$ cat src/rtl/dmem_arbiter.sv
// dmem_arbiter
//   Round-robin arbiter and sequencer in front of a 64x16 data memory with a
//   registered (1-cycle latency) read port. Requester 0 is the core
//   load/store stage, requester 1 is the debug/DMA loader. One operation is in
//   flight at a time; each completes with a one-cycle rsp_valid pulse to the
//   requester that issued it.
//
// Ports
//   clk, reset                  clock, synchronous active-low reset
//   req_valid_N / req_ready_N   request handshake (ready is combinational)
//   req_we_N, req_addr_N,       operation fields, held stable while valid
//   req_wdata_N
//   rsp_valid_N, rsp_rdata_N    completion pulse; read data held until the
//                               next read response on that port
//   busy                        sequencer not idle
//   mem_*                       memory enables, addresses, write/read data
module dmem_arbiter #(
  parameter int AW = 6,
  parameter int DW = 16
) (
  input  logic          clk,
  input  logic          reset,
  input  logic          req_valid_0,
  output logic          req_ready_0,
  input  logic          req_we_0,
  input  logic [AW-1:0] req_addr_0,
  input  logic [DW-1:0] req_wdata_0,
  input  logic          req_valid_1,
  output logic          req_ready_1,
  input  logic          req_we_1,
  input  logic [AW-1:0] req_addr_1,
  input  logic [DW-1:0] req_wdata_1,
  output logic          rsp_valid_0,
  output logic [DW-1:0] rsp_rdata_0,
  output logic          rsp_valid_1,
  output logic [DW-1:0] rsp_rdata_1,
  output logic          busy,
  output logic          mem_enable_read,
  output logic          mem_enable_write,
  output logic [AW-1:0] mem_address_read,
  output logic [AW-1:0] mem_address_write,
  output logic [DW-1:0] mem_data_write,
  input  logic [DW-1:0] mem_data_read
);

  typedef enum logic [1:0] {
    IDLE    = 2'd0,
    ISSUE   = 2'd1,
    CAPTURE = 2'd2
  } state_t;

  state_t        state_q, state_d;
  logic          last_grant_q, last_grant_d;
  logic          op_we_q, op_we_d;
  logic [AW-1:0] op_addr_q, op_addr_d;
  logic [DW-1:0] op_wdata_q, op_wdata_d;
  logic          op_port_q, op_port_d;
  logic          rsp_valid_0_q, rsp_valid_0_d;
  logic          rsp_valid_1_q, rsp_valid_1_d;
  logic [DW-1:0] rsp_rdata_0_q, rsp_rdata_0_d;
  logic [DW-1:0] rsp_rdata_1_q, rsp_rdata_1_d;

  logic any_valid;
  logic win_port;
  logic accept;

  // Arbitration: a lone requester wins; on contention the port that was not
  // granted last time wins, so neither side can be starved.
  always_comb begin
    any_valid = req_valid_0 | req_valid_1;
    if (req_valid_0 && req_valid_1) begin
      win_port = ~last_grant_q;
    end else begin
      win_port = req_valid_1;
    end
    accept      = (state_q == IDLE) && any_valid;
    req_ready_0 = accept && !win_port;
    req_ready_1 = accept && win_port;
  end

  always_comb begin
    state_d       = state_q;
    last_grant_d  = last_grant_q;
    op_we_d       = op_we_q;
    op_addr_d     = op_addr_q;
    op_wdata_d    = op_wdata_q;
    op_port_d     = op_port_q;
    rsp_valid_0_d = 1'b0;
    rsp_valid_1_d = 1'b0;
    rsp_rdata_0_d = rsp_rdata_0_q;
    rsp_rdata_1_d = rsp_rdata_1_q;

    case (state_q)
      IDLE: begin
        if (accept) begin
          op_we_d      = win_port ? req_we_1    : req_we_0;
          op_addr_d    = win_port ? req_addr_1  : req_addr_0;
          op_wdata_d   = win_port ? req_wdata_1 : req_wdata_0;
          op_port_d    = win_port;
          last_grant_d = win_port;
          state_d      = ISSUE;
        end
      end
      ISSUE: begin
        if (op_we_q) begin
          // The write commits at this edge, so it can be acknowledged now.
          rsp_valid_0_d = !op_port_q;
          rsp_valid_1_d = op_port_q;
          state_d       = IDLE;
        end else begin
          state_d = CAPTURE;
        end
      end
      CAPTURE: begin
        // Memory read port registered the data at the ISSUE edge.
        if (op_port_q) begin
          rsp_rdata_1_d = mem_data_read;
          rsp_valid_1_d = 1'b1;
        end else begin
          rsp_rdata_0_d = mem_data_read;
          rsp_valid_0_d = 1'b1;
        end
        state_d = IDLE;
      end
      default: begin
        state_d = IDLE;
      end
    endcase
  end

  always_ff @(posedge clk) begin
    if (!reset) begin
      state_q       <= IDLE;
      last_grant_q  <= 1'b1;
      op_we_q       <= 1'b0;
      op_addr_q     <= '0;
      op_wdata_q    <= '0;
      op_port_q     <= 1'b0;
      rsp_valid_0_q <= 1'b0;
      rsp_valid_1_q <= 1'b0;
      rsp_rdata_0_q <= '0;
      rsp_rdata_1_q <= '0;
    end else begin
      state_q       <= state_d;
      last_grant_q  <= last_grant_d;
      op_we_q       <= op_we_d;
      op_addr_q     <= op_addr_d;
      op_wdata_q    <= op_wdata_d;
      op_port_q     <= op_port_d;
      rsp_valid_0_q <= rsp_valid_0_d;
      rsp_valid_1_q <= rsp_valid_1_d;
      rsp_rdata_0_q <= rsp_rdata_0_d;
      rsp_rdata_1_q <= rsp_rdata_1_d;
    end
  end

  // Memory enables are decoded from state so they are only active in ISSUE;
  // address/data simply present the latched operation at all times.
  assign mem_enable_write  = (state_q == ISSUE) && op_we_q;
  assign mem_enable_read   = (state_q == ISSUE) && !op_we_q;
  assign mem_address_read  = op_addr_q;
  assign mem_address_write = op_addr_q;
  assign mem_data_write    = op_wdata_q;

  assign busy        = (state_q != IDLE);
  assign rsp_valid_0 = rsp_valid_0_q;
  assign rsp_valid_1 = rsp_valid_1_q;
  assign rsp_rdata_0 = rsp_rdata_0_q;
  assign rsp_rdata_1 = rsp_rdata_1_q;

endmodule

$ cat config.mk
export PLATFORM = sky130hd
export DESIGN_NAME = dmem_arbiter
export DESIGN_NICKNAME = d
export VERILOG_FILES = /design/src/rtl/dmem_arbiter.sv
export SDC_FILE = /design/constraint.sdc
export NUM_CORES = 1
export LEC_CHECK = 0
export ABC_AREA = 1
export CORE_MARGIN = 3
export CORE_UTILIZATION = 25
export CTS_CLUSTER_SIZE = 40
export DETAILED_ROUTE_END_ITERATION = 8
export SLEW_MARGIN = 20
export SYNTH_ARGS = -nofsm -noshare
export SYNTH_HDL_FRONTEND = slang
export SYNTH_SLANG_ARGS = --single-unit
$ cat constraint.sdc
create_clock -name clk -period 1.5 [get_ports clk]
set_clock_uncertainty 0.15 [all_clocks]
set_input_delay 0.15 -clock clk [delete_from_list [all_inputs] [get_ports clk]]
set_output_delay 0.15 -clock clk [all_outputs]
set_load 0.05 [all_outputs]
Yosys cells after proc, flatten, opt, wreduce, memory -nomap -nowiden
Cells that the tools add are included.
{"block": "totals", "ff_bits": 61, "latchBits": 0, "mem_bits_rw": 0, "romBits": 0, "inputBits": 66, "out_inout_bits": 67, "elab_cells": 43, "n_memories": 0}
{"block": "op_classes", "n_addsub": 0, "multipliers": 0, "n_div": 0, "order_cmp": 0, "n_eq_ne": 3, "n_shift": 0, "n_mux": 13, "bitwise": 3, "n_reduce_logical": 14}
{"op": "$mux 16", "n": 1}
{"op": "$logic_and 1x1->1", "n": 6}
{"op": "$mux 1", "n": 6}
{"op": "$mux 6", "n": 1}
{"op": "$reduce_and 2->1", "n": 3}
{"op": "$mux 2", "n": 2}
{"op": "$pmux 1 s2", "n": 2}
{"op": "$pmux 2 s2", "n": 1}
{"op": "$logic_not 1->1", "n": 3}
{"op": "$eq 2x1->1 const B", "n": 1}
{"op": "$eq 2x2->1 const B", "n": 1}
{"op": "$logic_not 2->1", "n": 1}
{"op": "$ne 2x2->1 const B", "n": 1}
{"op": "$not 1->1", "n": 2}
{"op": "$reduce_bool 2->1", "n": 1}
{"op": "$or 1x1->1", "n": 1}

Depth between registers and ports, before layout
{"block": "logic_depth", "word_depth": 4, "mapped_depth": 8, "mapped_depth_nobuf": 7}

Worst setup path before layout
No wires, ideal clock.
{"block": "synth_timing", "kind": "register -> output", "from": "register state_q[0]", "to": "output req_ready_0", "t_arrival_ns": 1.416, "t_required_ns": 1.200, "path_slack_ns": -0.216, "stages_incl_launch_ff": 5, "n_path_buf": 0, "path_cell_list": "dfxtp_1 inv_1 ha_1 o21ai_0 nor2_1"}
{"block": "synth_via", "elab_chain_cells": 3}
{"item": "from (decl)", "line": "52", "text": "state_t state_q, state_d;"}
{"item": "from (signal assigned)", "line": "144", "text": "state_q <= state_d;"}
{"item": "$logic_not 2->1", "line": "76", "text": "accept = (state_q == IDLE) && any_valid;"}
{"item": "$logic_and 1x1->1", "line": "76"}
{"item": "$logic_and 1x1->1", "line": "77", "text": "req_ready_0 = accept && !win_port;"}
{"item": "to (decl)", "line": "24", "text": "output logic req_ready_0,"}
No other way between the ends.

Worst setup path in the final report
{"block": "layout_timing", "from": "register state_q[1]", "to": "output mem_enable_read"}
{"block": "layout_via", "elab_chain_cells": 2}
{"item": "$eq 2x1->1", "line": "160", "text": "assign mem_enable_read = (state_q == ISSUE) && !op_we_q;"}
{"item": "$logic_and 1x1->1", "line": "160"}
{"item": "to (decl)", "line": "38", "text": "output logic mem_enable_read,"}
No other way between the ends.

==> results_dict.tcl <==
set metrics [dict create \
    arrival_ns 1.28 \
    syn_area_per_cell_sq_um 6.86 \
    drt-total-wl_mm 8.78 \
    first_pass_iters 4 \
    cp-endpoint "mem_enable_read" \
    setup_viol 25 \
    area_growth_pct 108 \
    layout.nets 596 \
    synthCells 384 \
    power.leakage_nw 2.37 \
    max_slew_margin 0.812 \
    clockPowerShare 0.254 \
    seq_area_sq_mm 0.00122 \
    async_flop_share 0 \
    cp.required_ns 1.20 \
    floorplan.rows 36 \
    die_w_microns 109 \
    p_sw_frac 0.356 \
    clkTransAtPathRegs_ns 0.07 \
    num_vias 2829 \
    pwr_density_cell_mw_per_mm2 1190 \
    critPathLaunchType "flop" \
    grt_max_degree 61 \
    post_drt_via_cell_ratio 4.26 \
    finalHoldViolCount 0 \
    htree_num_levels 3 \
    synth_top_area_frac 0.464 \
    fp.dieArea_sq_mm 0.0118 \
    ys_types 19 \
    grt_usage 0.135 \
    tightestPinTransition_ns 0.282 \
    drtIter0Drc 52 \
    synth_commonest_cells "nor2_1 (141), dfxtp_1 (61), nand2_1 (55)" \
    antenna_found_initial 0 \
    maxSlewViolCount 0 \
    p_int_w 0.00419 \
    synth_ff_type "dfxtp_1" \
    fillers 909 \
    maxCapViolations 0 \
    crit_path_start "state_q[1]" \
    gp_congestion 0.787 \
    r2r-start "state_q[1]" \
    r2r_end "mem_address_read[1]" \
    synth_edf_count 0 \
    drive_gt1_frac 0.322 \
    setup_ws_ns -0.0822 \
    cts_max_path_buffers 2 \
    die_h_microns 109 \
    grt_first_pass_wirelength_mm 12.6 \
    rsz0062_at_grt "true" \
    syn_area_sq_mm 0.00263 \
    holdWs_ns 0.136 \
    synthTopCellsByArea "dfxtp_1 (46%), nor2_1 (20%), nand2_1 (7.8%)" \
    root_buffer "clkbuf_8" \
    cp-end-kind "output pin" \
    tritoncts "yes" \
    wl_per_cell_microns 13.2 \
    yosysMostFrequentCell "nor2_1" \
    io_pins 133 \
    synth_nets 454 \
    grt_overflow 0 \
    path_max_fanout 2 \
    vdd_drop_max_mv 0.551 \
    failed_checks "negative setup slack" \
    numCtsBuffers 9 \
    route.detailed.drc 0 \
    hold_buffers 0 \
    seq_power_share 0.309 \
    place_hpwl_mm 5.78 \
    r2r_slack_ns -0.08 \
    start_util 0.263 \
    fmax_mhz 632 \
    power_frac_comb 0.436 \
    synth_area_leader_cell "dfxtp_1" \
    status "finished with violations" \
    r2r_cells 9 \
    crit_type "reg2out" \
    clock_latency_ns 0.34 \
    ant_nets 0 \
    yosysSeqAreaShare 0.464 \
    io_buffers 132 \
    p_sw_w 0.00232 \
    yosys_register_bits 61 \
    num_antenna_cells 0 \
    yosys_warnings 0 \
    fin_crit_ns 1.58 \
    clock-sinks 61 \
    grt_pass1_vias 2682 \
    hold_class "in2reg" \
    fin_crit_sh 1.05 \
    coreArea_sq_mm 0.0100 \
    power_w 0.00651 \
    multi_input_area_sq_mm 0.00137 \
]
==> sequential cells by signal (all words and copies together) (netlist names) <==
signal            cells
rsp_rdata_1          16
rsp_valid_0           1
last_grant_q          1
mem_address_read      6
op_we_q               1
mem_data_write       16
rsp_valid_1           1
op_port_q             1
rsp_rdata_0          16
state_q               2
==> critical path, stage by stage, from the launching register on <==
cell and delay, ns:
dfxtp_2 0.33, inv_2 0.08, buf_6 0.11, ha_4 0.13, inv_2 0.04, nor2_4 0.11, buf_12 0.14
==> routing by layer <==
layer / global-route usage / wire [microns] / vias to the layer above
met5: 0 / 0 / -
met4: 0.0469 / 104 / 0
met3: 0.0444 / 636 / 11
met2: 0.218 / 4350 / 98
met1: 0.170 / 3690 / 1262
li1: - / - / 1458
==> cells by family (layout without fill, tap and decap cells) <==
logic type | count (synthesis) | count (layout) | share of synthesized area
buffers and inverters | 59 | 206 | 0.111
and+or+nand+nor | 201 | 201 | 0.292
AOI/OAI and AO/OA | 59 | 59 | 0.115
adders and majority gates | 4 | 4 | 0.0190
DFF | 61 | 61 | 0.464
==> worst min path at each step <==
stage,startpoint,endpoint,slack [ns],depth (start not counted)
4_1_cts,reset,last_grant_q,0.10,3
2_1_floorplan,mem_data_read[0],rsp_rdata_0[0],0.16,2
6_report,reset,mem_address_read[3],0.14,4
3_3_place_gp,last_grant_q,last_grant_q,0.33,2
3_5_place_dp,op_port_q,rsp_valid_1,0.33,2
5_1_grt,reset,mem_address_read[3],0.13,4
==> metrics by stage <==
stage	cell area [sq um]	TNS (ns)	setup WS (ns)	utilization	std cells
after floorplan	2640	-0.0278	-0.0278	-	384
after global placement	4750	-1.02	-0.0657	0.475	633
after detailed placement	4750	-1.69	-0.0931	0.475	633
after CTS	5050	-0.323	-0.112	0.505	651
after global routing	5490	-3.24	-0.165	0.549	664
final	5490	-1.16	-0.0822	0.549	664
==> placed cells by master, fill, tap and decap left out, drive strengths merged <==
cell type      netlist  final
bufinv               0      2
nand2               56     56
o21ai               58     58
clkdlybuf4s50        0     64
nor2               142    142
nor3                 2      2
clkinv               0      3
clkbuf               6     14
dfxtp               61     61
nand3                1      1
a21boi               1      1
clkinvlp             0      1
ha                   4      4
buf                 19     88
inv                 34     34
==> final cells by class <==
type,count,share of cell area
repair buffers,156,0.430
multi-input cells,264,0.250
flip-flops and latches,61,0.223
well taps,133,0.0303
clock buffers,10,0.0251
inverters,34,0.0251
clock inverters,6,0.0157
==> power groups by stage <==
stage	Clock [W]	Combinational, W	Sequential, W
2_1_floorplan	0	0.000748	0.00244
3_3_place_gp	0	0.00233	0.00202
3_5_place_dp	0	0.00236	0.00203
4_1_cts	0.00171	0.00242	0.00200
5_1_grt	0.00179	0.00301	0.00203
6_report	0.00166	0.00284	0.00201
==> timing repair <==
action | in CTS | in global routing
resized for setup | 23 | 72
setup buffers | 3 | 6
cloned | 0 | 7
endpoints found under the setup margin | 24 | 50
pin swaps | 4 | 51
(Power assumes the default switching activity.)
